`src/rtl/operand_issue_ctrl_pkg.sv`:
```
// Shared constants and types for the operand issue controller and its scoreboard.
package operand_issue_ctrl_pkg;

    localparam int unsigned NREG     = 64;
    localparam int unsigned AW       = 6;
    localparam int unsigned DW       = 32;
    localparam int unsigned CNTW_DEF = 16;

    typedef logic [AW-1:0] reg_idx_t;
    typedef logic [DW-1:0] data_t;

    typedef struct packed {
        logic     valid;
        logic     regwrt;
        reg_idx_t rd;
        data_t    rsval;
        data_t    rtval;
    } ex_entry_t;

    localparam int unsigned NLOOKUP = 3;
    localparam int unsigned LK_RS   = 0;
    localparam int unsigned LK_RT   = 1;
    localparam int unsigned LK_RD   = 2;

endpackage

```
`src/rtl/operand_issue_ctrl_reg_scoreboard.sv`:
```
// Busy-bit scoreboard: one bit per register, set-wins when set and clear hit the same index.
module reg_scoreboard
    import operand_issue_ctrl_pkg::*;
(
    input  logic                            clk,
    input  logic                            rst,
    input  logic                            set_i,
    input  reg_idx_t                        set_idx_i,
    input  logic                            clr_i,
    input  reg_idx_t                        clr_idx_i,
    input  logic [NLOOKUP-1:0][AW-1:0]      lk_idx_i,
    output logic [NLOOKUP-1:0]              lk_busy_o,
    output logic                            clr_busy_o
);

    logic [NREG-1:0] busy_q, busy_d;

    always_comb begin
        busy_d = busy_q;
        if (clr_i) busy_d[clr_idx_i] = 1'b0;
        if (set_i) busy_d[set_idx_i] = 1'b1;
    end

    always_ff @(posedge clk or posedge rst) begin
        if (rst) busy_q <= '0;
        else     busy_q <= busy_d;
    end

    for (genvar g = 0; g < NLOOKUP; g++) begin : g_lk
        assign lk_busy_o[g] = busy_q[lk_idx_i[g]];
    end

    // Pre-edge busy state of the writeback target, used for the error flag
    assign clr_busy_o = busy_q[clr_idx_i];

endmodule

```
`src/rtl/operand_issue_ctrl.sv`:
```
// Issue side of the register file: hazard stall, operand read/bypass, EX stage register, writeback funnel.
module operand_issue_ctrl
    import operand_issue_ctrl_pkg::*;
#(
    parameter int unsigned CNTW = CNTW_DEF
) (
    input  logic            clk,
    input  logic            rst,
    input  logic            in_issue_valid,
    output logic            out_issue_ready,
    input  reg_idx_t        in_rs,
    input  reg_idx_t        in_rt,
    input  reg_idx_t        in_rd,
    input  logic            in_ctrl_regwrt,
    output reg_idx_t        out_rf_rs,
    output reg_idx_t        out_rf_rt,
    input  data_t           in_rf_rsval,
    input  data_t           in_rf_rtval,
    input  logic            in_wb_valid,
    input  reg_idx_t        in_wb_rd,
    input  data_t           in_wb_val,
    output logic            out_rf_regwrt,
    output reg_idx_t        out_rf_rd,
    output data_t           out_rf_rdval,
    output logic            out_ex_valid,
    input  logic            in_ex_ready,
    output data_t           out_ex_rsval,
    output data_t           out_ex_rtval,
    output reg_idx_t        out_ex_rd,
    output logic            out_ex_regwrt,
    output logic            out_err,
    output logic [CNTW-1:0] out_stall_cnt
);

    logic [NLOOKUP-1:0][AW-1:0] lk_idx;
    logic [NLOOKUP-1:0]         lk_busy;
    logic                       wb_busy;
    logic                       hit_rs, hit_rt, hit_rd;
    logic                       raw, waw, hazard, slot_free, accept;

    ex_entry_t       ex_q, ex_d;
    logic            err_q, err_d;
    logic [CNTW-1:0] stall_cnt_q, stall_cnt_d;

    assign lk_idx[LK_RS] = in_rs;
    assign lk_idx[LK_RT] = in_rt;
    assign lk_idx[LK_RD] = in_rd;

    reg_scoreboard u_sb (
        .clk        (clk),
        .rst        (rst),
        .set_i      (accept & in_ctrl_regwrt),
        .set_idx_i  (in_rd),
        .clr_i      (in_wb_valid),
        .clr_idx_i  (in_wb_rd),
        .lk_idx_i   (lk_idx),
        .lk_busy_o  (lk_busy),
        .clr_busy_o (wb_busy)
    );

    // A writeback landing this cycle resolves the hazard and feeds the operand directly
    assign hit_rs = in_wb_valid & (in_wb_rd == in_rs);
    assign hit_rt = in_wb_valid & (in_wb_rd == in_rt);
    assign hit_rd = in_wb_valid & (in_wb_rd == in_rd);

    assign raw       = (lk_busy[LK_RS] & ~hit_rs) | (lk_busy[LK_RT] & ~hit_rt);
    assign waw       = in_ctrl_regwrt & lk_busy[LK_RD] & ~hit_rd;
    assign hazard    = raw | waw;
    assign slot_free = ~ex_q.valid | in_ex_ready;
    assign accept    = in_issue_valid & slot_free & ~hazard;

    always_comb begin
        ex_d = ex_q;
        if (accept) begin
            ex_d.valid  = 1'b1;
            ex_d.regwrt = in_ctrl_regwrt;
            ex_d.rd     = in_rd;
            ex_d.rsval  = hit_rs ? in_wb_val : in_rf_rsval;
            ex_d.rtval  = hit_rt ? in_wb_val : in_rf_rtval;
        end else if (in_ex_ready) begin
            ex_d.valid = 1'b0;
        end
    end

    always_comb begin
        err_d       = err_q | (in_wb_valid & ~wb_busy);
        stall_cnt_d = stall_cnt_q;
        // Only hazard stalls with a free slot count; backpressure is EX's problem
        if (in_issue_valid & slot_free & hazard & (stall_cnt_q != {CNTW{1'b1}}))
            stall_cnt_d = stall_cnt_q + 1'b1;
    end

    always_ff @(posedge clk or posedge rst) begin
        if (rst) begin
            ex_q        <= '0;
            err_q       <= 1'b0;
            stall_cnt_q <= '0;
        end else begin
            ex_q        <= ex_d;
            err_q       <= err_d;
            stall_cnt_q <= stall_cnt_d;
        end
    end

    assign out_issue_ready = slot_free & ~hazard;
    assign out_rf_rs       = in_rs;
    assign out_rf_rt       = in_rt;
    assign out_rf_regwrt   = in_wb_valid;
    assign out_rf_rd       = in_wb_rd;
    assign out_rf_rdval    = in_wb_val;
    assign out_ex_valid    = ex_q.valid;
    assign out_ex_rsval    = ex_q.rsval;
    assign out_ex_rtval    = ex_q.rtval;
    assign out_ex_rd       = ex_q.rd;
    assign out_ex_regwrt   = ex_q.regwrt;
    assign out_err         = err_q;
    assign out_stall_cnt   = stall_cnt_q;

endmodule

```
`config.mk`:
```
export PLATFORM = sky130hd
export DESIGN_NAME = operand_issue_ctrl
export DESIGN_NICKNAME = d
export VERILOG_FILES = /design/src/rtl/operand_issue_ctrl_pkg.sv /design/src/rtl/operand_issue_ctrl_reg_scoreboard.sv /design/src/rtl/operand_issue_ctrl.sv
export SDC_FILE = /design/constraint.sdc
export NUM_CORES = 1
export LEC_CHECK = 0
export CAP_MARGIN = 20
export CORE_AREA = 2 2 144 146
export DETAILED_ROUTE_END_ITERATION = 8
export DIE_AREA = 0 0 146 148
export PLACE_DENSITY = 0.8
export SYNTH_ARGS = -nofsm -noshare
export SYNTH_HDL_FRONTEND = slang
export SYNTH_SLANG_ARGS = --single-unit
export TNS_END_PERCENT = 5
```
`constraint.sdc`:
```
create_clock -name clk -period 6.15 [get_ports clk]
set_input_delay 0.615 -clock clk [delete_from_list [all_inputs] [get_ports clk]]
set_output_delay 0.615 -clock clk [all_outputs]
set_load 0.01 [all_outputs]
```
==> impl_metrics.ini, run 1 <==
[run_status]
status = complete, no violations

[global_routing]
grt_remaining_overflow = 0
grt_max_degree = 110
antenna_found_initial = 0
gr-usage-all-layers = 0.319
grt_pass1_vias = 8652
use_met3 = 0.0793
grt_pass1_wl_um = 52500
grt_use_met1 = 0.398
busiest_layer = met2
grt_util_met2 = 0.527

[placed_design]
dp_hpwl_um = 25500
gp_congestion = 1.04
place_area_um2 = 12100
numPortBuffers = 266

[setup_path]
critical_path_buf_inv_count = 4
path_max_fanout = 18
end_kind = primary output
ff2ff_path_depth = 8
startpoint_type = primary input
path_delay_family = buffers and inverters
cp_cell_sequence = clkdlybuf4s50_1 > buf_4 > mux4_2 > nor2b_1 > a2111oi_0 > a21oi_1 > a31oi_1 > and3_1 > buf_4 > and2_1 > clkdlybuf4s50_1
critPathKind = primary input to primary output
arrival_ps = 4290
slowest_delay_ps = 640
ff2ff_setup_slack_ps = 2630
rr_startpoint = u_sb.busy_q[34]
required_ps = 5530
critPathSlowestCell = clkdlybuf4s50_1
r2r_end = out_ex_rtval[19]

[synthesis]
synth_top_area_cell = dfrtp_1
async_flop_share = 1.00
ys_seq_area_frac = 0.398
syn_area_per_cell_um2 = 10.2
netlist.area_leader.share = 0.398
yosysMostFrequentCell = dfrtp_1
synthCells = 939
yosys-top-cells-count = dfrtp_1 (153), mux2_2 (80), o21ai_0 (76), mux2i_1 (62), o21ai_1 (56)
synth.area.top_cells = dfrtp_1 (40%), mux2_2 (9.4%), mux4_2 (8.4%), mux2i_1 (6.4%), buf_4 (4.1%)
syn_nets = 1066
synth-edff-count = 0
synth_warnings = 0
yosys_most_used_dff = dfrtp_1
syn_area_um2 = 9620
synth-seq-cells = 153
synth.distinct_cells = 59

[min_path]
hold_class = flop to flop
hold_end = out_ex_rtval[30]
hold-path-cell-count = 1
hold_start = out_ex_rtval[30]

[sta]
hold_viol = 0
finalCritPeriodShare = 0.798
finalSetupViolations = 0
whs_ps = 491
rsz0062_at_grt = false
final_max_slew_viol_count = 0
worstMarginPinSlew_ps = 885
worst_clock_skew_ps = 21.6
slew_headroom = 0.408
setup_tns_ps = 0
clock.fmax_mhz = 204
period_minus_slack_ps = 4910

[finish]
final_nets = 1250
design_area_um2 = 12700
drive_above_1_share = 0.159
layout-area-overhead-vs-synth_pct = 32.4
final_core_util = 0.636
diodes = 0
fill_cells = 1627

[floorplan]
start_util = 0.480
die_y_um = 148
io_pins = 267
die_w_um = 146
num_rows = 52
core_area_um2 = 20000
dieArea_um2 = 21600

[power_and_ir_drop]
power_leakage_uw = 0.00491
power_density_nw_per_um2 = 281
ir_worst_vdd_v = 0.000200

[drt]
wl_per_cell_um = 24.8
dr.pass1.iters = 6
drt_iter0_markers = 1020
routed_via_density = 6.24
num_vias = 8778
drc = 0
postRouteAntennaNets = 0
wirelength_um = 34900

[clock_network]
clk_pin_slew_ps = 60
cts.sinks = 153
cts.path.max_buffers = 2
postCtsSetupBuffers = 0
hold_buffers = 0
clk_latency_ps = 440
tritoncts = yes
root_buffer = clkbuf_16
h-tree-depth = 4
cts_made_buffers = 17
cts_resized = 0

[job]
maxCapViolations = 0
## cells by family (layout without fill, tap and decap cells)
kind of cell | after synthesis | in the layout | share of synthesized area
AOI/OAI and AO/OA | 234 | 234 | 0.141
xor gates and xnor gates | 31 | 31 | 0.0282
adders and majority gates | 1 | 1 | 0.00130
buffers and inverters | 134 | 331 | 0.0771
DFF | 153 | 153 | 0.398
muxes | 184 | 184 | 0.249
and+or+nand+nor | 202 | 202 | 0.105
## sequential cells by signal, indices dropped and copies added (netlist names)
name / cells
out_err: 1
out_ex_rd: 6
out_ex_regwrt: 1
out_ex_rsval: 32
out_ex_rtval: 32
out_ex_valid: 1
out_stall_cnt: 16
u_sb.busy_q: 64
## layout make-up
cell class	instances	area, um2	area share
multi-input combinational	652	5060	0.397
sequential	153	3830	0.301
timing repair buffer	284	2830	0.222
clock buffer	20	467	0.0366
tap	270	338	0.0265
clock inverter	12	151	0.0119
inverter	15	61.3	0.00481
## per-layer routing
layer / vias to the layer above / part of all wire
met5: - / 0
met4: 0 / 0.049
met3: 121 / 0.11
met2: 604 / 0.48
met1: 4252 / 0.36
li1: 3801 / -
## through the flow
| step | cells | total power (uW) | worst slack, ps |
|---|---|---|---|
| 2_1_floorplan | 939 | 1860 | 1410 |
| 6_report | 1406 | 3580 | 1240 |
| 3_3_place_gp | 1373 | 2450 | 1360 |
| 3_5_place_dp | 1373 | 2470 | 1330 |
| 5_1_grt | 1406 | 3720 | 989 |
| 4_1_cts | 1405 | 3570 | 1330 |
## worst register-to-register path, cell delays in order (launching register included)
cell and delay [ps]:
dfrtp_1 500, mux4_2 490, nor2b_1 140, a2111oi_0 390, a21oi_1 80, a31oi_1 440, and4b_4 510, buf_12 410
mux2_2 430
## power breakdown
group          switching [uW]  internal, uW  leakage (uW)
Combinational             488           601       0.00270
Clock                     466           644      0.000302
Sequential                179          1200       0.00191
## cells in the final DEF (no fill, tap or decap), types with 14 or more instances in the layout
cell | netlist | routed
nand2_1 | 42 | 42
nand3_1 | 24 | 24
inv_1 | 15 | 14
mux2_2 | 80 | 80
a21oi_1 | 41 | 41
nor2_1 | 55 | 55
clkbuf_16 | 0 | 17
mux4_2 | 36 | 36
mux2i_1 | 62 | 62
xnor2_1 | 14 | 14
buf_4 | 53 | 16
o21ai_1 | 56 | 56
clkdlybuf4s50_1 | 0 | 266
o21ai_0 | 76 | 76
dfrtp_1 | 153 | 153
xor2_1 | 17 | 17
## how the worst max path moves through the flow
| stage | start | to | slack (ps) | cells after the start |
|---|---|---|---|---|
| final | in_rs[1] | out_issue_ready | 1240 | 11 |
| after detailed placement | in_rt[1] | out_issue_ready | 1330 | 11 |
| after global routing | in_rs[1] | out_issue_ready | 990 | 11 |
| after CTS | in_rt[1] | out_issue_ready | 1330 | 11 |
| after global placement | in_rs[1] | out_issue_ready | 1360 | 11 |
| after floorplan | rst | out_err | 1410 | 1 |
Power figures use the tool's default switching activity.
==> inputs of run 2 (changes only) <==
--- a/config.mk
+++ b/config.mk
@@ -6,10 +6,10 @@
 export NUM_CORES = 1
 export LEC_CHECK = 0
 export CAP_MARGIN = 20
-export CORE_AREA = 2 2 144 146
+export CORE_AREA = 2 2 151 153
 export DETAILED_ROUTE_END_ITERATION = 8
-export DIE_AREA = 0 0 146 148
-export PLACE_DENSITY = 0.8
+export DIE_AREA = 0 0 153 155
+export PLACE_DENSITY = 0.77
 export SYNTH_ARGS = -nofsm -noshare
 export SYNTH_HDL_FRONTEND = slang
 export SYNTH_SLANG_ARGS = --single-unit
==> constraint.sdc (replaced) <==
create_clock -name clk -period 4.1 [get_ports clk]
set_input_delay 0.41 -clock clk [delete_from_list [all_inputs] [get_ports clk]]
set_output_delay 0.41 -clock clk [all_outputs]
set_load 0.01 [all_outputs]
==> run 2 against run 1 <==
Compared with the run above: cell area is 1.2% higher; hold slack worse by 3.2 ps; wire length is 3.8% higher; combinational power is 52% higher; critical path depth is 1 lower; clock skew is 6.0 ps lower; register-to-register slack worse by 1600 ps; die area is 9.8% higher; via count hardly changed; count of clock-buffer cells in the layout is 2 lower; critical path type unchanged; critical endpoint unchanged; largest cell class unchanged; highest routed layer unchanged.
==> impl_metrics.ini, run 2 (same netlist as run 1, synthesis figures left out) <==
[run_status]
status = complete, no violations

[sta]
worst_clock_skew_ps = 15.6
finalSetupViolations = 0
worstMarginPinSlew_ps = 947
setup_tns_ps = 0
finalCritPeriodShare = 0.956
slew_headroom = 0.368
hold_viol = 0
period_minus_slack_ps = 3920
rsz0062_at_grt = false
final_max_slew_viol_count = 0
clock.fmax_mhz = 255
whs_ps = 487
setup_slack_ps = 182

[drt]
num_vias = 8773
drc = 0
wirelength_um = 36200
dr.pass1.iters = 7
drt_iter0_markers = 935
wl_per_cell_um = 25.1
postRouteAntennaNets = 0
routed_via_density = 6.09

[clock_network]
cts_made_buffers = 17
clk_pin_slew_ps = 70
hold_buffers = 0
cts_resized = 0
cts.sinks = 153
clk_latency_ps = 430
h-tree-depth = 4
postCtsSetupBuffers = 0
tritoncts = yes
root_buffer = clkbuf_16
cts.path.max_buffers = 2

[finish]
diodes = 0
final_common_cell = clkdlybuf4s50_1
drive_above_1_share = 0.175
finalNonFillerCells = 1440
layout-area-overhead-vs-synth_pct = 33.9
final_cell_mix = clkdlybuf4s50_1 (266), dfrtp_1 (153), mux2_2 (80), o21ai_0 (76), mux2i_1 (62)
largest_register_ffs = 64
final_nets = 1269
top_register = u_sb.busy_q

[floorplan]
start_util = 0.433
die_y_um = 155
io_pins = 267
die_w_um = 153
dieArea_um2 = 23700
core_area_um2 = 22200
num_rows = 55

[setup_path]
critical_path_buf_inv_count = 3
required_ps = 3690
cp_cell_sequence = clkdlybuf4s50_1 > buf_12 > mux4_2 > mux4_2 > nand2_1 > o311ai_1 > a32oi_1 > and3_1 > and2_1 > clkdlybuf4s50_1
path_delay_family = buffers and inverters
startpoint_type = primary input
slowest_delay_ps = 530
end_kind = primary output
critPathSlowestCell = clkdlybuf4s50_1
arrival_ps = 3510
path_max_fanout = 18
critPathKind = primary input to primary output

[global_routing]
grt_remaining_overflow = 0
grt_pass1_wl_um = 54400
grt_max_degree = 154
grt_pass1_vias = 8698
antenna_found_initial = 0
gr-usage-all-layers = 0.302

[placed_design]
gp_congestion = 0.976
pre_cts_ws_ps = 187
dpl.cell_count = 1408
numPortBuffers = 266
dp_hpwl_um = 26600

[power_and_ir_drop]
ir_worst_vdd_v = 0.000256
power_density_nw_per_um2 = 408
power_leakage_uw = 0.00499

[job]
maxCapViolations = 0

[min_path]
hold_class = primary input to async pin
-- run 2: cell types whose count changed in the layout (fill, tap and decap cells not counted), sizes merged --
| cell | previous run | this run |
|---|---|---|
| clkinv | 2 | 5 |
| buf | 18 | 37 |
| clkinvlp | 1 | 2 |
| bufinv | 2 | 0 |
| clkbuf | 20 | 18 |
-- run 2: where the power goes --
part           internal (uW)  total (uW)  switching, uW
registers               1800        2070            267
logic                    919        1660            740
clock network            817        1530            716
-- run 2: final cells by class --
class / instances / area, um2
fill: 1903 / 9340
timing repair buffer: 303 / 3000
inverter: 15 / 60.1
multi-input combinational: 652 / 5070
clock inverter: 14 / 130
tap: 285 / 357
clock buffer: 18 / 439
sequential: 153 / 3830
-- run 2: layer usage --
metal | wire [um] | vias to the layer above | GRT usage | share of wire
li1 | - | 3840 | - | -
met1 | 14000 | 4321 | 0.389 | 0.39
met2 | 17100 | 524 | 0.485 | 0.47
met3 | 3710 | 88 | 0.0760 | 0.10
met4 | 1460 | 0 | 0.131 | 0.040
met5 | 0 | - | 0 | 0
-- run 2: metrics by stage --
| stage | instance area [um2] | power [uW] | util |
|---|---|---|---|
| final | 12900 | 5260 | 0.580 |
| after global routing | 12900 | 5480 | 0.580 |
| after CTS | 12900 | 5270 | 0.579 |
| after detailed placement | 12300 | 3740 | 0.554 |
| after global placement | 12300 | 3710 | 0.554 |
| after floorplan | 9630 | 2800 | - |
-- run 2: final timing paths --
kind	startpoint	end	slack, ps	cells past startpoint
worst max-delay path	in_rt[1]	out_issue_ready	180	10
worst min-delay path	rst	out_ex_rtval[30]	490	3
worst max register to register	u_sb.busy_q[13]	out_ex_rtval[2]	1020	8
worst min register to register	out_ex_rtval[29]	out_ex_rtval[29]	490	1
max in group asynchronous	rst	u_sb.busy_q[43]	2840	3
min in group clk	out_ex_rtval[29]	out_ex_rtval[29]	490	1
-- run 2: worst register-to-register path: cells and delay by family, from the launching register on --
kind                   cells  cell delay [ps]
multiplexers               3             1360
AO/OA/AOI/OAI              2              390
AND/OR/NAND/NOR            2              430
buffers and inverters      1              290
flip-flops                 1              490
